$ cat src/rtl/ddr3_user_port_arbiter.sv
// Two-port round-robin arbiter sharing the ddr3_memory_controller user command path.
// Each granted command is held until the controller accepts it. Read data returns in order
// and is routed back to the port that issued the read, using a small tag FIFO.
// Optional build macro: ARB_FIXED_PRIORITY_EN (port 0 always wins when both are eligible).
module ddr3_user_port_arbiter #(
  parameter int unsigned ADDR_W       = 18,
  parameter int unsigned DQ_W         = 16,
  parameter int unsigned RD_TAG_DEPTH = 4
) (
  input  logic              clk,
  input  logic              reset,
  input  logic              p0_req,
  input  logic              p0_we,
  input  logic [ADDR_W-1:0] p0_addr,
  input  logic [DQ_W-1:0]   p0_wdata,
  input  logic              p1_req,
  input  logic              p1_we,
  input  logic [ADDR_W-1:0] p1_addr,
  input  logic [DQ_W-1:0]   p1_wdata,
  output logic              p0_ack,
  output logic              p1_ack,
  output logic              p0_rvalid,
  output logic              p1_rvalid,
  output logic [DQ_W-1:0]   rdata,
  output logic              write_enable,
  output logic              read_enable,
  output logic [ADDR_W-1:0] i_user_data_address,
  output logic [DQ_W-1:0]   data_to_ram,
  input  logic              ctl_accept,
  input  logic              ctl_rd_valid,
  input  logic [DQ_W-1:0]   data_from_ram,
  output logic              rd_err
);

  localparam int unsigned PtrW = $clog2(RD_TAG_DEPTH);
  localparam int unsigned CntW = PtrW + 1;
  localparam logic [CntW-1:0] FullCnt = CntW'(RD_TAG_DEPTH);

  typedef enum logic [0:0] {StIdle, StIssue} state_e;

  state_e              state_q, state_d;
  logic                win_q, win_d;
  logic                last_grant_q, last_grant_d;
  logic                write_enable_q, write_enable_d;
  logic                read_enable_q, read_enable_d;
  logic [ADDR_W-1:0]   addr_q, addr_d;
  logic [DQ_W-1:0]     wdata_q, wdata_d;
  logic                p0_ack_q, p0_ack_d;
  logic                p1_ack_q, p1_ack_d;
  logic                p0_rvalid_q, p0_rvalid_d;
  logic                p1_rvalid_q, p1_rvalid_d;
  logic [DQ_W-1:0]     rdata_q, rdata_d;
  logic                rd_err_q, rd_err_d;
  logic [RD_TAG_DEPTH-1:0] tag_q, tag_d;
  logic [PtrW-1:0]     wr_ptr_q, wr_ptr_d;
  logic [PtrW-1:0]     rd_ptr_q, rd_ptr_d;
  logic [CntW-1:0]     cnt_q, cnt_d;

  logic fifo_full;
  logic fifo_empty;
  logic elig0;
  logic elig1;
  logic pick1;
  logic push;
  logic pop;

  assign fifo_full  = (cnt_q == FullCnt);
  assign fifo_empty = (cnt_q == '0);

  // A read cannot be granted while every tag slot is still waiting for its data.
  assign elig0 = p0_req && (p0_we || !fifo_full);
  assign elig1 = p1_req && (p1_we || !fifo_full);

`ifdef ARB_FIXED_PRIORITY_EN
  assign pick1 = !elig0;
`else
  // On a tie the port that did not win last time goes first.
  assign pick1 = elig1 && (!elig0 || !last_grant_q);
`endif

  // Arbitration FSM: grant in idle, hold the command until the controller accepts it.
  always_comb begin
    state_d        = state_q;
    win_d          = win_q;
    last_grant_d   = last_grant_q;
    write_enable_d = write_enable_q;
    read_enable_d  = read_enable_q;
    addr_d         = addr_q;
    wdata_d        = wdata_q;
    p0_ack_d       = 1'b0;
    p1_ack_d       = 1'b0;
    push           = 1'b0;
    unique case (state_q)
      StIdle: begin
        if (elig0 || elig1) begin
          win_d          = pick1;
          write_enable_d = pick1 ? p1_we : p0_we;
          read_enable_d  = pick1 ? !p1_we : !p0_we;
          addr_d         = pick1 ? p1_addr : p0_addr;
          wdata_d        = pick1 ? p1_wdata : p0_wdata;
          state_d        = StIssue;
        end
      end
      StIssue: begin
        if (ctl_accept) begin
          write_enable_d = 1'b0;
          read_enable_d  = 1'b0;
          p0_ack_d       = !win_q;
          p1_ack_d       = win_q;
          last_grant_d   = win_q;
          push           = read_enable_q;
          state_d        = StIdle;
        end
      end
      default: state_d = StIdle;
    endcase
  end

  // Read tag FIFO: push the winner on each accepted read, pop and route on each return.
  always_comb begin
    tag_d       = tag_q;
    wr_ptr_d    = wr_ptr_q;
    rd_ptr_d    = rd_ptr_q;
    cnt_d       = cnt_q;
    rdata_d     = rdata_q;
    rd_err_d    = rd_err_q;
    p0_rvalid_d = 1'b0;
    p1_rvalid_d = 1'b0;
    pop         = 1'b0;
    if (ctl_rd_valid) begin
      if (!fifo_empty) begin
        pop         = 1'b1;
        rdata_d     = data_from_ram;
        p0_rvalid_d = !tag_q[rd_ptr_q];
        p1_rvalid_d = tag_q[rd_ptr_q];
        rd_ptr_d    = rd_ptr_q + PtrW'(1);
      end else begin
        // Data with nobody waiting for it: drop it and remember the protocol error.
        rd_err_d = 1'b1;
      end
    end
    if (push) begin
      tag_d[wr_ptr_q] = win_q;
      wr_ptr_d        = wr_ptr_q + PtrW'(1);
    end
    unique case ({push, pop})
      2'b10:   cnt_d = cnt_q + CntW'(1);
      2'b01:   cnt_d = cnt_q - CntW'(1);
      default: cnt_d = cnt_q;
    endcase
  end

  // State registers; reset abandons any in-flight command and empties the FIFO.
  always_ff @(posedge clk) begin
    if (reset) begin
      state_q        <= StIdle;
      win_q          <= 1'b0;
      last_grant_q   <= 1'b1;
      write_enable_q <= 1'b0;
      read_enable_q  <= 1'b0;
      addr_q         <= '0;
      wdata_q        <= '0;
      p0_ack_q       <= 1'b0;
      p1_ack_q       <= 1'b0;
      p0_rvalid_q    <= 1'b0;
      p1_rvalid_q    <= 1'b0;
      rdata_q        <= '0;
      rd_err_q       <= 1'b0;
      tag_q          <= '0;
      wr_ptr_q       <= '0;
      rd_ptr_q       <= '0;
      cnt_q          <= '0;
    end else begin
      state_q        <= state_d;
      win_q          <= win_d;
      last_grant_q   <= last_grant_d;
      write_enable_q <= write_enable_d;
      read_enable_q  <= read_enable_d;
      addr_q         <= addr_d;
      wdata_q        <= wdata_d;
      p0_ack_q       <= p0_ack_d;
      p1_ack_q       <= p1_ack_d;
      p0_rvalid_q    <= p0_rvalid_d;
      p1_rvalid_q    <= p1_rvalid_d;
      rdata_q        <= rdata_d;
      rd_err_q       <= rd_err_d;
      tag_q          <= tag_d;
      wr_ptr_q       <= wr_ptr_d;
      rd_ptr_q       <= rd_ptr_d;
      cnt_q          <= cnt_d;
    end
  end

  assign p0_ack              = p0_ack_q;
  assign p1_ack              = p1_ack_q;
  assign p0_rvalid           = p0_rvalid_q;
  assign p1_rvalid           = p1_rvalid_q;
  assign rdata               = rdata_q;
  assign write_enable        = write_enable_q;
  assign read_enable         = read_enable_q;
  assign i_user_data_address = addr_q;
  assign data_to_ram         = wdata_q;
  assign rd_err              = rd_err_q;

endmodule

$ cat config.mk
export PLATFORM = sky130hd
export DESIGN_NAME = ddr3_user_port_arbiter
export DESIGN_NICKNAME = d
export VERILOG_FILES = /design/src/rtl/ddr3_user_port_arbiter.sv
export SDC_FILE = /design/constraint.sdc
export NUM_CORES = 1
export LEC_CHECK = 0
export BUFFER_PORTS_ARGS = -buffer_cell sky130_fd_sc_hd__buf_2
export CORE_UTILIZATION = 25
export DETAILED_ROUTE_END_ITERATION = 6
export PLACE_DENSITY_LB_ADDON = 0.08
export SLEW_MARGIN = 20
export SYNTH_ARGS = -nofsm -noshare
export SYNTH_HDL_FRONTEND = slang
export SYNTH_SLANG_ARGS = --single-unit
$ cat constraint.sdc
create_clock -name clk -period 2.74 [get_ports clk]
set_clock_uncertainty 0.2 [all_clocks]
set_input_delay 0.137 -clock clk [delete_from_list [all_inputs] [get_ports clk]]
set_output_delay 0.137 -clock clk [all_outputs]
set_load 0.01 [all_outputs]
* After elaboration in Yosys (flattened, before gate mapping) *
Index checks and enable logic that the tools add are counted.

storage, ports and cells
  logic and storage cells = 79
  register bits after elaboration = 71
  output and inout bits = 57
  input bits = 92

cells by class
  add/subtract/negate cells = 4
  reduce and logical (&&, ||, !) cells = 24
  equal/unequal tests = 5
  order comparisons = 3
  bitwise logic cells = 4
  mux-type cells = 22

operators by type and width
  kind                   number
  $mux W18               1
  $mux W16               1
  $mux W1                13
  $reduce_and A2 Y1      5
  $logic_not A1 Y1       7
  $lt A2 B3 Y1 const B   2
  $pmux W1 S2            3
  $pmux W3 S2            1
  $reduce_or A3 Y1       2
  $add A2 B1 Y2 const B  2
  $bwmux W4              1
  $logic_and A1 B1 Y1    4
  $logic_or A1 B1 Y1     4
  $ne A2 B2 Y1 const B   2
  $not A1 Y1             4
  $add A3 B1 Y3 const B  1
  $eq A3 B3 Y1 const B   1
  $logic_not A3 Y1       1
  $sub A3 B1 Y3 const B  1
  $bmux W1 S2            1
  $demux W1 S2           1
  $eq A2 B1 Y1 const B   1
  $eq A2 B2 Y1 const B   1
  $ge A2 B1 Y1 const B   1
  $reduce_bool A2 Y1     1

* Depth between registers and ports, before layout *
  depth after elaboration = 10
  depth in mapped cells = 11
  mapped depth without buffers = 9

* Worst setup path after synthesis *
No wires, ideal clock.

  kind = register to register
  from = reg cnt_q[0]
  to = reg cnt_q[2]
  library setup time = 0.070 ns
  period minus slack after synthesis = 2.698 ns
  path buffers = 2
  required time = 2.470 ns
  stages on the path, launching flop included = 12
  arrival = 2.427 ns
  slack = 0.042 ns
  cell sequence = dfxtp_1 nor3_1 nand2b_1 clkbuf_1 inv_2 buf_1 ha_1 inv_1 fa_1 xor2_1 or3_1 a21oi_1

between the ends
  word-level cells in the longest chain between the ends = 5
  elaborated cells on any way between the ends = 9
  those cells by class = add/sub (2); eq/ne (2); mux (3); reduce/logical (2)

RTL lines
  element                                                   RTL line  text
  start, declared                                           57        logic [CntW-1:0] cnt_q, cnt_d;
  start signal, assigned                                    190       cnt_q <= cnt_d;
  $logic_not A3 Y1 (*)                                      68        assign fifo_empty = (cnt_q == '0);
  $mux W1 (*)                                               131       if (!fifo_empty) begin
  $mux W1 (*)                                               130       if (ctl_rd_valid) begin
  named net pop                                             65        logic pop;
  $eq A2 B1 Y1 / $eq A2 B2 Y1 (equally long branches)       146       unique case ({push, pop})
  $pmux W3 S2 / $reduce_bool A2 Y1 (equally long branches)  n/a

Mark *: on every way through the listed nets, which the timed path passes. The rest lies on a longest branch.
A chain may end at the register's enable or synchronous reset.

* Worst setup path after layout *
  from = in p1_we
  to = reg read_enable_q, in the netlist read_enable

between the ends
  word-level cells in the longest chain between the ends = 6
  elaborated cells on any way between the ends = 10
  those cells by class = eq/ne (1); mux (3); reduce/logical (6)

RTL lines
  element               RTL line  text
  start, declared       17        input logic p1_we,
  $logic_or A1 B1 Y1    72        assign elig1 = p1_req && (p1_we || !fifo_full);
  $logic_and A1 B1 Y1   72
  $logic_and A1 B1 Y1   78        assign pick1 = elig1 && (!elig0 || !last_grant_q);
  $mux W1               98        read_enable_d = pick1 ? !p1_we : !p0_we;
  $mux W1               95        if (elig0 || elig1) begin
  $pmux W1 S2           93        unique case (state_q)
  end signal, assigned  178       read_enable_q <= read_enable_d;
  end, declared         45        logic read_enable_q, read_enable_d;

Several ways; a longest one is shown, not always the timed one. The select of a mux whose other input is x is not followed.

==> results by stage <==
Timing:
- The hold violation total from the final report came to 0.
- The final-report max-slew violation count is 0.
- Setup repair after global routing left no endpoint under its margin.
- The worst max-slew margin expressed relative to the limit is about 45%.
- The final setup violation count is 0.
- Derived from the worst setup path, the maximum achievable clock frequency is 404.6 MHz.
- The part of the cycle the worst path needs is around 90%.
- The final total negative setup slack is 0 ns.
- For the pin with the worst max-slew slack, the measured transition is roughly 0.82 ns.
- The routed design could run at a clock period as short as 2.472 ns.

Pwr:
- Sequential cells account for between 40% and 50% of the total power.
- Combinational logic is responsible for between 10% and 20% of the overall power.
- In this run the power spent charging and discharging nets is ~0.76 mW.
- The share of total power in the clock network is approximately two fifths.
- For this design the ratio of total power to cell area is 556.9 nW/µm².
- The standby leakage power is roughly 2.2 nW.
- Net switching is 26.51% of the power.
- The internal cell power is between 2 and 2.5 mW.
- Across the VDD grid, the largest voltage drop is 0.0003257 V.

Run status:
- The run finished with clean final reports.

Die:
- The die is around 110 µm wide.
- In this run the count of I/O pins placed on the die edge is ~150.
- The floorplan has 40 rows.
- The initial core utilization is ~26%.
- The floorplan step defined a die boundary enclosing between 10000 and 15000 µm².
- In this run the vertical extent of the chip is 114.1 µm.
- The standard cell core area is between 10000 and 15000 µm².

Setup path:
- By startpoint and endpoint, the worst setup path is classified as input port to flip-flop.
- The kind of launch point of the worst setup path is an input port.
- The worst setup path is captured at a flip-flop.
- The maximum fanout along the worst path is 12.
- For flop-to-flop paths, the worst setup slack is approximately 0.29 ns.
- The required time of the critical path is roughly 2.8 ns.
- The endpoint arrival time on the critical path is 2.54 ns.

Place:
- At the end of routability-driven placement, the weighted congestion stood at 0.6943.
- The cell total after placement is about 660.
- The count of input and output buffers is about 150.
- The half-perimeter wire length after placement is 6414 µm.

Clock tree:
- The number of setup buffers added after CTS is 0.
- The number of buffers added by the clock tree synthesis step is 9.
- The root buffer cell is sky130_fd_sc_hd__clkbuf_16.
- The H-tree depth is 3.
- The clock tree from TritonCTS is yes.
- The source-to-sink clock delay at the later pin of the worst-skew pair is ~0.34 ns.
- The clock drives 71 sinks.
- The buffer depth of the longest clock path is 2.
- After clock tree synthesis, the clock-pin slew on the worst setup and hold paths is roughly 0.050 ns.

Global route:
- The pin count of the biggest net entering global routing is 38.
- Global routing consumed, over all layers together, approximately 16% of the routing resources.
- The global-route wire length before repair is 16420 µm.
- The number of antenna violations at the first check in global routing was 0.
- The total overflow reported by the global router is 0.
- The number of global-route vias before repair is about 3500.

Route:
- In the routed design, unresolved DRC markers number 0.
- The per-cell via count in the routed design is 4.509.
- The first routing iteration left ~160 violations.
- Summed over all layers, the routed wires come to 10340 µm.
- Dividing the detail-routed wire length by the instance count gives 13.53 µm.
- The first-pass iteration count of the detailed router is 4.
- The routed layout has roughly 3400 vias.
- Once detail routing completed, the nets flagged for antenna violations numbered 0.

Layout:
- The area growth from synthesis to layout is 63.23%.
- In the final layout, the share of cells above drive strength 1 is between 30% and 40%.
- In the layout the commonest cells are sky130_fd_sc_hd__buf_2 (148), sky130_fd_sc_hd__nand2_1 (112), sky130_fd_sc_hd__dlygate4sd3_1 (88).
- The repair_antennas step left the layout with diodes totalling 0.
- The final-stage net count is just under 700.
- The utilization after layout is between 40 and 50%.
- The leading cell type in the layout, fill and taps excluded is sky130_fd_sc_hd__buf_2.
- The count of non-filler cells in the finished layout is 764.
- Fill cells in the final layout number around 1300.

Synth:
- The library cell occupying the most area in the post-synthesis netlist is sky130_fd_sc_hd__dfxtp_1.
- Sorting the synthesized cells by area gives the leading types as sky130_fd_sc_hd__dfxtp_1 (45%), sky130_fd_sc_hd__nand2_1 (13%), sky130_fd_sc_hd__a21oi_1 (8.9%).
- The sequential fraction of the synthesis area is a little under half.
- The number of warnings reported in the yosys synthesis log is 0.
- Averaged over all synthesized cells, the footprint is about 8.6 µm².
- The number of nets produced by synthesis is roughly 460.
- In this run, distinct cell masters in the synthesized netlist total 38.
- The post-synthesis register bit count is just over 70.
- The top cell type's share of synthesized area is between 40% and 50%.
- In the synthesized netlist, the number of instances is ~370.
- The mapped netlist covers approximately 3100 µm².

Flow run:
- The max capacitance violation total is 0.

Min path:
- The class of the worst hold path is input port to flip-flop.
==> final timing paths <==
kind / from / end / cells past startpoint
setup / recovery: p1_we / read_enable / 8
hold / removal: p0_req / state_q / 3
setup reg to reg: cnt_q[0] / read_enable / 6
hold reg to reg: rdata[8] / rdata[8] / 2
==> Yosys cell counts, drive strengths merged <==
library cell	instances
o2bb2ai	1
nand3b	1
nor2	12
and3	1
o21ai	2
fa	1
or3	1
o211a	1
or4b	2
a211oi	1
o211ai	1
a22o	1
nor3b	2
mux2i	1
dfxtp	71
nand2	112
nand2b	2
mux4	1
xnor2	2
a21oi	61
nor4b	1
buf	16
a311oi	34
nand3	4
dlygate4sd3	2
inv	8
a22oi	1
xor2	3
nor3	4
ha	5
clkbuf	11
==> cell families after synthesis <==
logic type      synth area share, %
flops                         45.26
xor+xnor                      1.395
compound gates                22.75
mux                           1.036
buf+inv                       7.929
simple gates                  19.00
fa+ha+maj                     2.630
==> registers in the layout (all words and copies together) (netlist names) <==
name                 cells
cnt_q                    3
rdata                   16
rd_ptr_q                 2
last_grant_q             1
p1_rvalid                1
p0_rvalid                1
state_q                  1
write_enable             1
read_enable              1
tag_q                    4
p0_ack                   1
win_q                    1
i_user_data_address     18
p1_ack                   1
rd_err                   1
wr_ptr_q                 2
data_to_ram             16
==> through the flow <==
step | total power [mW] | worst slack [ns] | cell area [µm²] | hold slack (ns)
floorplan | 1.443 | 0.04234 | 3141 | 0.07298
global placement | 1.626 | 0.5120 | 3953 | 0.1783
detailed placement | 1.630 | 0.4642 | 3953 | 0.1855
CTS | 2.902 | 0.2004 | 5120 | 0.007750
global route | 3.005 | 0.1866 | 5126 | 0.03011
finish | 2.855 | 0.2682 | 5126 | 0.02574
==> power by group through the flow <==
stage | Clock, mW | Combinational, mW | Sequential, mW
final | 1.16 | 0.546 | 1.15
after global routing | 1.24 | 0.601 | 1.16
after CTS | 1.20 | 0.554 | 1.15
after detailed placement | 0 | 0.456 | 1.17
after global placement | 0 | 0.453 | 1.17
after floorplan | 0 | 0.238 | 1.20
==> routing by layer <==
metal  GRT usage, %  vias up  routed length (µm)
li1               -     1730                   -
met1          17.84     1588                4479
met2          28.89      114                5040
met3          6.194       13                 667
met4          4.935        0                 153
met5              0        -                   0
==> worst max-delay path: stages <==
cell and delay, ns:
sky130_fd_sc_hd__dlygate4sd3_1 0.53, sky130_fd_sc_hd__buf_2 0.13, sky130_fd_sc_hd__or4b_4 0.52, sky130_fd_sc_hd__o211a_1 0.15, sky130_fd_sc_hd__buf_4 0.19, sky130_fd_sc_hd__mux2i_1 0.20
sky130_fd_sc_hd__dlygate4sd3_1 0.57, sky130_fd_sc_hd__o2bb2ai_1 0.10
==> repair_timing <==
item                       CTS  global route
hold buffers                88             0
setup endpoints to repair    0             1
hold endpoints to repair    54             0
gates resized for setup      0             1
==> layout make-up <==
type / instances / area, µm² / share of cell area [%]
Multi-Input combinational cell: 258 / 1476 / 28.80
Timing Repair Buffer: 245 / 1702 / 33.19
Clock buffer: 10 / 239.0 / 4.662
Inverter: 8 / 30.03 / 0.5858
Tap cell: 168 / 210.2 / 4.101
Sequential cell: 71 / 1421 / 27.73
Clock inverter: 4 / 47.55 / 0.9275
(Power assumes the default switching activity.)
